<file path="src/rtl/ro_meter_pkg.sv">
// ro_meter_pkg: scheduler state encoding and default parameter values
package ro_meter_pkg;

    typedef enum logic [1:0] {
        IDLE    = 2'd0,
        SETTLE  = 2'd1,
        MEASURE = 2'd2,
        REPORT  = 2'd3
    } state_t;

    localparam int DEF_N_RO       = 4;
    localparam int DEF_SETTLE_CYC = 16;
    localparam int DEF_WIN_CYC    = 1024;
    localparam int DEF_CNT_W      = 16;

endpackage

</file>
<file path="src/rtl/ro_sync_edge.sv">
// ro_sync_edge: 2-flop synchronizer plus history flop, pulses for one clk on each rising edge of d
module ro_sync_edge (
    input  logic clk,
    input  logic resetn,
    input  logic d,
    output logic rise
);

    logic s1, s2, hist;

    always_ff @(posedge clk) begin
        if (!resetn) begin
            s1   <= 1'b0;
            s2   <= 1'b0;
            hist <= 1'b0;
        end else begin
            s1   <= d;
            s2   <= s1;
            hist <= s2;
        end
    end

    assign rise = s2 & ~hist;

endmodule

</file>
<file path="src/rtl/ro_freq_scheduler.sv">
// ro_freq_scheduler: enables each ring oscillator in turn, counts its edges over a fixed window, reports via valid/ready
module ro_freq_scheduler
    import ro_meter_pkg::*;
#(
    parameter int N_RO       = DEF_N_RO,
    parameter int SETTLE_CYC = DEF_SETTLE_CYC,
    parameter int WIN_CYC    = DEF_WIN_CYC,
    parameter int CNT_W      = DEF_CNT_W
) (
    input  logic                     clk,
    input  logic                     resetn,
    input  logic                     start_i,
    input  logic [N_RO-1:0]          ro_clk_i,
    output logic [N_RO-1:0]          ro_en_o,
    output logic                     busy_o,
    output logic                     res_valid_o,
    input  logic                     res_ready_i,
    output logic [$clog2(N_RO)-1:0]  res_idx_o,
    output logic [CNT_W-1:0]         res_cnt_o,
    output logic                     res_ovf_o,
    output logic                     done_o
);

    localparam int IDX_W = $clog2(N_RO);
    localparam int TMR_W = $clog2((SETTLE_CYC > WIN_CYC ? SETTLE_CYC : WIN_CYC) + 1);
    localparam logic [N_RO-1:0]  ONE     = N_RO'(1);
    localparam logic [CNT_W-1:0] CNT_MAX = '1;

    state_t             state;
    logic [TMR_W-1:0]   tmr;
    logic [IDX_W-1:0]   idx;
    logic [CNT_W-1:0]   cnt;
    logic               ovf;
    logic               ro_sel;
    logic               ro_rise;

    // Disabled oscillators are gated off by their enable, so muxing ahead of the synchronizer is glitch-safe
    assign ro_sel = |(ro_clk_i & ro_en_o);

    ro_sync_edge u_sync (
        .clk    (clk),
        .resetn (resetn),
        .d      (ro_sel),
        .rise   (ro_rise)
    );

    always_ff @(posedge clk) begin
        if (!resetn) begin
            state       <= IDLE;
            tmr         <= '0;
            idx         <= '0;
            cnt         <= '0;
            ovf         <= 1'b0;
            ro_en_o     <= '0;
            busy_o      <= 1'b0;
            res_valid_o <= 1'b0;
            done_o      <= 1'b0;
        end else begin
            done_o <= 1'b0;
            case (state)
                IDLE: begin
                    if (start_i) begin
                        state   <= SETTLE;
                        idx     <= '0;
                        tmr     <= '0;
                        ro_en_o <= ONE;
                        busy_o  <= 1'b1;
                    end
                end
                SETTLE: begin
                    cnt <= '0;
                    ovf <= 1'b0;
                    tmr <= (tmr == TMR_W'(SETTLE_CYC - 1)) ? '0 : tmr + 1'b1;
                    if (tmr == TMR_W'(SETTLE_CYC - 1))
                        state <= MEASURE;
                end
                MEASURE: begin
                    if (ro_rise && cnt == CNT_MAX)
                        ovf <= 1'b1;
                    else if (ro_rise)
                        cnt <= cnt + 1'b1;
                    tmr <= tmr + 1'b1;
                    if (tmr == TMR_W'(WIN_CYC - 1)) begin
                        state       <= REPORT;
                        ro_en_o     <= '0;
                        res_valid_o <= 1'b1;
                    end
                end
                REPORT: begin
                    if (res_ready_i) begin
                        res_valid_o <= 1'b0;
                        tmr         <= '0;
                        if (idx == IDX_W'(N_RO - 1)) begin
                            state  <= IDLE;
                            busy_o <= 1'b0;
                            done_o <= 1'b1;
                        end else begin
                            state   <= SETTLE;
                            idx     <= idx + 1'b1;
                            ro_en_o <= ONE << (idx + 1'b1);
                        end
                    end
                end
                default: state <= IDLE;
            endcase
        end
    end

    assign res_idx_o = idx;
    assign res_cnt_o = cnt;
    assign res_ovf_o = ovf;

endmodule

</file>
<file path="config.mk">
export PLATFORM = sky130hd
export DESIGN_NAME = ro_freq_scheduler
export DESIGN_NICKNAME = d
export VERILOG_FILES = /design/src/rtl/ro_meter_pkg.sv /design/src/rtl/ro_sync_edge.sv /design/src/rtl/ro_freq_scheduler.sv
export SDC_FILE = /design/constraint.sdc
export NUM_CORES = 1
export LEC_CHECK = 0
export CAP_MARGIN = 0
export CORE_MARGIN = 1
export CORE_UTILIZATION = 24
export CTS_CLUSTER_DIAMETER = 100
export DETAILED_ROUTE_END_ITERATION = 12
export SYNTH_ARGS = -nofsm -noshare
export SYNTH_HDL_FRONTEND = slang
export SYNTH_SLANG_ARGS = --single-unit
</file>
<file path="constraint.sdc">
create_clock -name clk -period 2.3 [get_ports clk]
set_input_delay 0.46 -clock clk [delete_from_list [all_inputs] [get_ports clk]]
set_output_delay 0.46 -clock clk [all_outputs]
set_load 0.05 [all_outputs]
</file>
==> results of run 1 <==
==> Yosys cell counts (all sizes together), types with 4 or more instances <==
master  count  area share, %
dfxtp      42             38
nand2      27            4.6
a21oi      23            5.2
o21ai      20            4.5
nand3      17            3.8
nor2       14            2.4
or4        14            4.7
or3        12            3.4
clkbuf     11            2.0
ha         11            6.2
inv        10            1.7
nand4       8            2.3
o31ai       7            2.4
a31oi       6            1.7
mux2i       5            2.3
nor4        5            1.7
and2        4            1.1
==> layout by cell type, fill, tap and decap left out, types with 2 or more instances in the layout <==
cell and instances:
nand4_1 8, a21oi_1 23, nand2b_1 3, nand2_1 27, o31a_1 2, o41ai_1 3
or3_1 12, clkdlybuf4s50_1 33, mux2i_1 5, clkbuf_8 5, ha_1 11, nor2_1 14
and2_1 4, nor4_1 4, or4_1 13, clkbuf_1 2, inv_1 10, nand3_1 17
dfxtp_2 2, nor2b_1 2, nand4b_1 3, o21ai_0 19, a22oi_1 3, nor3_1 3
o311ai_0 2, a31oi_1 6, o31ai_1 7, buf_4 13, dfxtp_1 40
==> power groups by stage <==
stage,clock network (mW),registers (mW),logic (mW)
4_1_cts,0.597,0.808,0.674
6_report,0.581,0.808,0.675
2_1_floorplan,0,0.881,0.396
5_1_grt,0.641,0.814,0.741
3_5_place_dp,0,0.825,0.671
3_3_place_gp,0,0.824,0.664
==> cell families after synthesis <==
family          count (synthesis)  share of synthesized area [%]
simple gates                  118                          29.80
buf+inv                        23                          4.113
fa+ha+maj                      11                          6.197
compound gates                 71                          19.38
mux                             5                          2.254
xor+xnor                        1                         0.3944
flops                          42                          37.86
==> final cells by class <==
cell class | instances | area, µm²
multi-input combinational | 206 | 1292
inverter | 10 | 37.54
clock inverter | 1 | 30.03
sequential | 42 | 843.3
fill | 940 | 6006
timing repair buffer | 46 | 427.9
tap | 108 | 135.1
clock buffer | 7 | 76.32
==> worst min-delay path by stage <==
| stage | from | endpoint | slack (ps) | cells after the start |
|---|---|---|---|---|
| floorplan | u_sync.s1 | u_sync.s2 | 410 | 1 |
| global placement | u_sync.s1 | u_sync.s2 | 430 | 1 |
| detailed placement | u_sync.s1 | u_sync.s2 | 430 | 1 |
| CTS | u_sync.s1 | u_sync.s2 | 450 | 1 |
| global route | u_sync.s1 | u_sync.s2 | 470 | 1 |
| finish | u_sync.s1 | u_sync.s2 | 440 | 1 |
==> metal layers <==
layer  track usage, %  up-vias  share of wire (%)
li1                 -     1089                  -
met2            17.44       41                 44
met4            3.215        0               0.80
met5                0        -                  0
met1            16.19     1029                 51
met3            2.792        8                3.7
==> sequential cells by signal (all words and copies together), names as in the netlist, 2 cells and up <==
| signal | flops |
|---|---|
| res_idx_o | 2 |
| ro_en_o | 4 |
| tmr | 11 |
| state | 2 |
| res_cnt_o | 16 |
==> stage by stage <==
stage,instances,setup slack [ps],area [µm²]
after floorplan,271,140.8,2223
after global placement,412,113.3,2733
after detailed placement,412,59.89,2733
after CTS,420,129.0,2839
after global routing,420,28.08,2843
final,420,169.2,2843
==> critical path: stages, from the launching register on <==
cell and delay, ps:
dfxtp_1 390, inv_1 110, ha_1 260, nor2b_1 170, or2_2 420, or4_1 540
a31oi_1 170
==> impl_metrics.env, run 1 <==
export IMPL_initial_core_util_pct=25.10
export IMPL_drt_total_wl_um=5478
export IMPL_dr_first_iter_drc_count=59
export IMPL_reg2reg_from="state[0]"
export IMPL_portBuffers=33
export IMPL_reg2reg_slack_ps=170
export IMPL_cts_inserted_buffers=5
export IMPL_grt_pass1_vias=1975
export IMPL_ant_nets=0
export IMPL_post_cts_buffers=0
export IMPL_power_mw=2.064
export IMPL_internal_power_mw=1.358
export IMPL_cp_end_kind="flop"
export IMPL_required_ps=2520
export IMPL_clockRootBuffer="clkbuf_8"
export IMPL_wire_per_inst_um=13.04
export IMPL_cts_resized=0
export IMPL_diodes=0
export IMPL_slew_violations=0
export IMPL_grtUsageTotal_pct=11.51
export IMPL_hold_ws_ps=442.3
export IMPL_insertion_delay_ps=290
export IMPL_antenna_found_initial=0
export IMPL_yosys_most_used_dff="dfxtp_1"
export IMPL_synth_warnings=0
export IMPL_postSynth_asyncResetShare_pct=0
export IMPL_skew_ps=8.537
export IMPL_postSynthCellCount=271
export IMPL_ys_ff_latch=42
export IMPL_ir_worst_vdd_mv=0.5385
export IMPL_switchingPower_mw=0.7064
export IMPL_die_h_um=98.20
export IMPL_seq_area_frac_synth_pct=37.86
export IMPL_clock_sinks=42
export IMPL_violations="design-rule violations"
export IMPL_syn_cell_area_mm2=0.002221
export IMPL_drive_gt1_share_pct=8.333
export IMPL_nNetsFinal=330
export IMPL_area_growth_pct=28.00
export IMPL_endpoint="tmr[3]"
export IMPL_pwr_share_comb_pct=32.7
export IMPL_rsz0062_at_grt="no"
export IMPL_dp_hpwl_um=3931
export IMPL_ioPinCount=34
export IMPL_clk_pin_slew_ps=80
export IMPL_grt_ovfl_total=0
export IMPL_critPathMaxFanout=17
export IMPL_gp_congestion=0.8899
export IMPL_p_per_area_mw_per_mm2=726.1
export IMPL_status="finished with violations"
export IMPL_hp_class="reg -> reg"
export IMPL_coreArea_mm2=0.008848
export IMPL_worstReg2RegEnd="tmr[3]"
export IMPL_grt_max_degree=19
export IMPL_final_util_pct=32.13
export IMPL_post_route_min_period_ps=2131
export IMPL_h_tree_depth=2
export IMPL_slew_headroom_pct=63.62
export IMPL_firstDrtPassIters=11
export IMPL_critPathLaunchType="flop"
export IMPL_r2r_cells=6
export IMPL_p_seq_share_pct=39.2
export IMPL_cts_tree="yes"
export IMPL_dieArea_mm2=0.009642
export IMPL_die_w_um=98.20
export IMPL_synth_nets=290
export IMPL_drc=1
export IMPL_grt_pass1_wl_um=9197
export IMPL_worstMarginPinSlew_ps=540.7
export IMPL_max_cap_violations=0
export IMPL_cp_arrival_ps=2350
export IMPL_critPathKind="reg -> reg"
export IMPL_cts_max_path_buffers=2
export IMPL_post_drt_via_cell_ratio=5.160
export IMPL_leakagePower_nw=0.9303
export IMPL_cp_startpoint="state[0]"
export IMPL_fin_setup_tns_ps=0
export IMPL_finalHoldViolations=0
export IMPL_power_frac_clock_pct=28.1
export IMPL_synth_area_per_cell_um2=8.195
export IMPL_sw_frac_of_total_pct=34.23
export IMPL_synth_edf_count=0
export IMPL_vias=2167
export IMPL_synthDistinctLibCells=41
export IMPL_rows=34
export IMPL_fmax_mhz=469.3
export IMPL_cts_hold_buf=0
export IMPL_setup_violations=0
export IMPL_fin_crit_sh_pct=92.64
No activity file was read; power rests on OpenSTA's default activity.
==> run 2, diff against run 1 <==
--- a/config.mk
+++ b/config.mk
@@ -6,8 +6,9 @@
 export NUM_CORES = 1
 export LEC_CHECK = 0
 export CAP_MARGIN = 0
-export CORE_MARGIN = 1
+export CORE_MARGIN = 8
 export CORE_UTILIZATION = 24
+export CTS_BUF_LIST = sky130_fd_sc_hd__clkbuf_4 sky130_fd_sc_hd__clkbuf_8
 export CTS_CLUSTER_DIAMETER = 100
 export DETAILED_ROUTE_END_ITERATION = 12
 export SYNTH_ARGS = -nofsm -noshare
==> constraint.sdc (replaced) <==
create_clock -name clk -period 2 [get_ports clk]
set_input_delay 0.4 -clock clk [delete_from_list [all_inputs] [get_ports clk]]
set_output_delay 0.4 -clock clk [all_outputs]
set_load 0.05 [all_outputs]
==> run 2 against run 1 <==
The flow now finishes without violations. First-iteration DRC count rose by 86%. Final cell count rose by 4.3%. Total power rose by 19%. Cell area rose by 5.0%. Clock skew fell by 1.5 ps. Global-route usage fell by 2.0 points. Combinational power rose by 36%. Critical endpoint is now res_cnt_o[12]. Routed wire length rose by 7.3%. Count of clock-buffer cells in the layout did not move. Sequential cell count did not move.
==> impl_metrics.env, run 2 (same netlist as run 1, synthesis figures left out) <==
export IMPL_rsz0062_at_grt="no"
export IMPL_die_w_um=112.2
export IMPL_dr_first_iter_drc_count=110
export IMPL_skew_ps=7.075
export IMPL_critPathMaxFanout=5
export IMPL_worstReg2RegEnd="tmr[9]"
export IMPL_cts_inserted_buffers=5
export IMPL_whs_path_depth=1
export IMPL_critPathLaunchType="flop"
export IMPL_h_tree_depth=2
export IMPL_critPathKind="reg -> out"
export IMPL_post_route_min_period_ps=1937
export IMPL_timing_final_ws_setup_ps=63.47
export IMPL_cpPeakStageDelay_ps=830
export IMPL_die_h_um=112.2
export IMPL_ir_worst_vdd_mv=0.4286
export IMPL_slew_violations=0
export IMPL_hp_class="reg -> reg"
export IMPL_grt_max_degree=19
export IMPL_p_per_area_mw_per_mm2=820.3
export IMPL_final_util_pct=32.77
export IMPL_vias=2241
export IMPL_reg2reg_from="state[1]"
export IMPL_drt_total_wl_um=5876
export IMPL_post_place_ws_ps=-100.5
export IMPL_cts_hold_buf=0
export IMPL_firstDrtPassIters=5
export IMPL_grtUsageTotal_pct=9.551
export IMPL_status="completed"
export IMPL_r2r_cells=6
export IMPL_coreArea_mm2=0.009109
export IMPL_final_common_cell="buf_4"
export IMPL_hp_start="u_sync.s1"
export IMPL_path_delay_family="buffers and inverters"
export IMPL_cts_max_path_buffers=2
export IMPL_fin_crit_sh_pct=96.83
export IMPL_cp_arrival_ps=1540
export IMPL_cp_slowest_cell="clkdlybuf4s50_1"
export IMPL_required_ps=1600
export IMPL_cp_end_kind="output pin"
export IMPL_finalHoldViolations=0
export IMPL_post_drt_via_cell_ratio=5.116
export IMPL_path_cells="clkdlybuf4s50_1"
export IMPL_clk_pin_slew_ps=90
export IMPL_drc=0
export IMPL_slew_headroom_pct=65.21
export IMPL_area_growth_pct=34.42
export IMPL_worstPathBufferInverterCount=1
export IMPL_cts_tree="yes"
export IMPL_max_cap_violations=0
export IMPL_final_cell_mix="buf_4 (34), dfxtp_1 (31), nand2_1 (27), clkdlybuf4s50_1 (27), a21oi_1 (23)"
export IMPL_drive_gt1_share_pct=19.88
export IMPL_initial_core_util_pct=24.38
export IMPL_ant_nets=0
export IMPL_insertion_delay_ps=300
export IMPL_grt_pass1_wl_um=10160
export IMPL_rows=35
export IMPL_dp_hpwl_um=4369
export IMPL_gp_congestion=0.8738
export IMPL_grt_pass1_vias=2112
export IMPL_setup_violations=0
export IMPL_ioPinCount=34
export IMPL_diodes=0
export IMPL_portBuffers=33
export IMPL_largest_reg_flops=16
export IMPL_reg2reg_slack_ps=80
export IMPL_leakagePower_nw=1.020
export IMPL_cp_startpoint="res_cnt_o[12]"
export IMPL_cp_num_cells=1
export IMPL_clock_sinks=42
export IMPL_fmax_mhz=516.4
export IMPL_nNetsFinal=345
export IMPL_post_cts_buffers=0
export IMPL_antenna_found_initial=0
export IMPL_worstMarginPinSlew_ps=520.2
export IMPL_clockRootBuffer="clkbuf_8"
export IMPL_dieArea_mm2=0.01259
export IMPL_wire_per_inst_um=13.42
export IMPL_min_to="u_sync.s2"
export IMPL_grt_ovfl_total=0
==> run 2: how the worst max path moves through the flow <==
| stage | endpoint | slack [ps] |
|---|---|---|
| final | res_cnt_o[12] | 60 |
| after global placement | tmr[9] | -90 |
| after floorplan | res_cnt_o[6] | -40 |
| after CTS | tmr[7] | -30 |
| after global routing | tmr[8] | 4 |
| after detailed placement | tmr[7] | -100 |
==> run 2: repair_timing <==
action                     in CTS  in global routing
setup endpoints to repair       5                 18
gates resized for setup         0                 10
pin swaps                       0                  1
==> run 2: routing by layer <==
metal  GRT usage [%]  up-vias  wire length (µm)
met3           2.845        7               344
met5               0        -                 0
li1                -     1128                 -
met2           14.93       54              2579
met1           12.27     1052              2880
met4           3.058        0                72
==> run 2: metrics by stage <==
stage | instance area, µm² | hold slack, ps | setup TNS, ps | instances | power (mW)
after floorplan | 2252 | 411.9 | -41.02 | 271 | 1.489
after global placement | 2861 | 419.6 | -464.0 | 430 | 1.832
after detailed placement | 2861 | 417.9 | -731.2 | 430 | 1.834
after CTS | 2957 | 437.9 | -98.33 | 438 | 2.444
after global routing | 2985 | 467.2 | 0 | 438 | 2.606
final | 2985 | 437.9 | 0 | 438 | 2.449
==> run 2: area by class of cell <==
class	instances	area, µm²
clock inverters	1	5.005
well taps	111	138.9
fillers	968	6123
flip-flops and latches	42	862.1
inverters	10	37.54
clock buffers	7	90.09
repair buffers	61	525.5
multi-input cells	206	1326
==> run 2: power by group <==
group | switching, mW | internal [mW] | total, mW
clock | 0.306 | 0.293 | 0.598
combinational | 0.508 | 0.409 | 0.917
sequential | 0.0449 | 0.889 | 0.934
total | 0.858 | 1.59 | 2.45
==> run 2: worst reg2reg max path, cell delays in order, from the launching register on <==
cell and delay, ps:
dfxtp_4 390, inv_1 60, ha_2 190, nor2b_1 150, or4_4 560, or3_1 360
a21oi_1 140
==> run 3, diff against run 2 <==
--- a/config.mk
+++ b/config.mk
@@ -11,6 +11,7 @@
 export CTS_BUF_LIST = sky130_fd_sc_hd__clkbuf_4 sky130_fd_sc_hd__clkbuf_8
 export CTS_CLUSTER_DIAMETER = 100
 export DETAILED_ROUTE_END_ITERATION = 12
+export SLEW_MARGIN = 20
 export SYNTH_ARGS = -nofsm -noshare
 export SYNTH_HDL_FRONTEND = slang
 export SYNTH_SLANG_ARGS = --single-unit
==> results of run 3 <==
No change in the layout: final DEF, timing and power equal those of run 2.
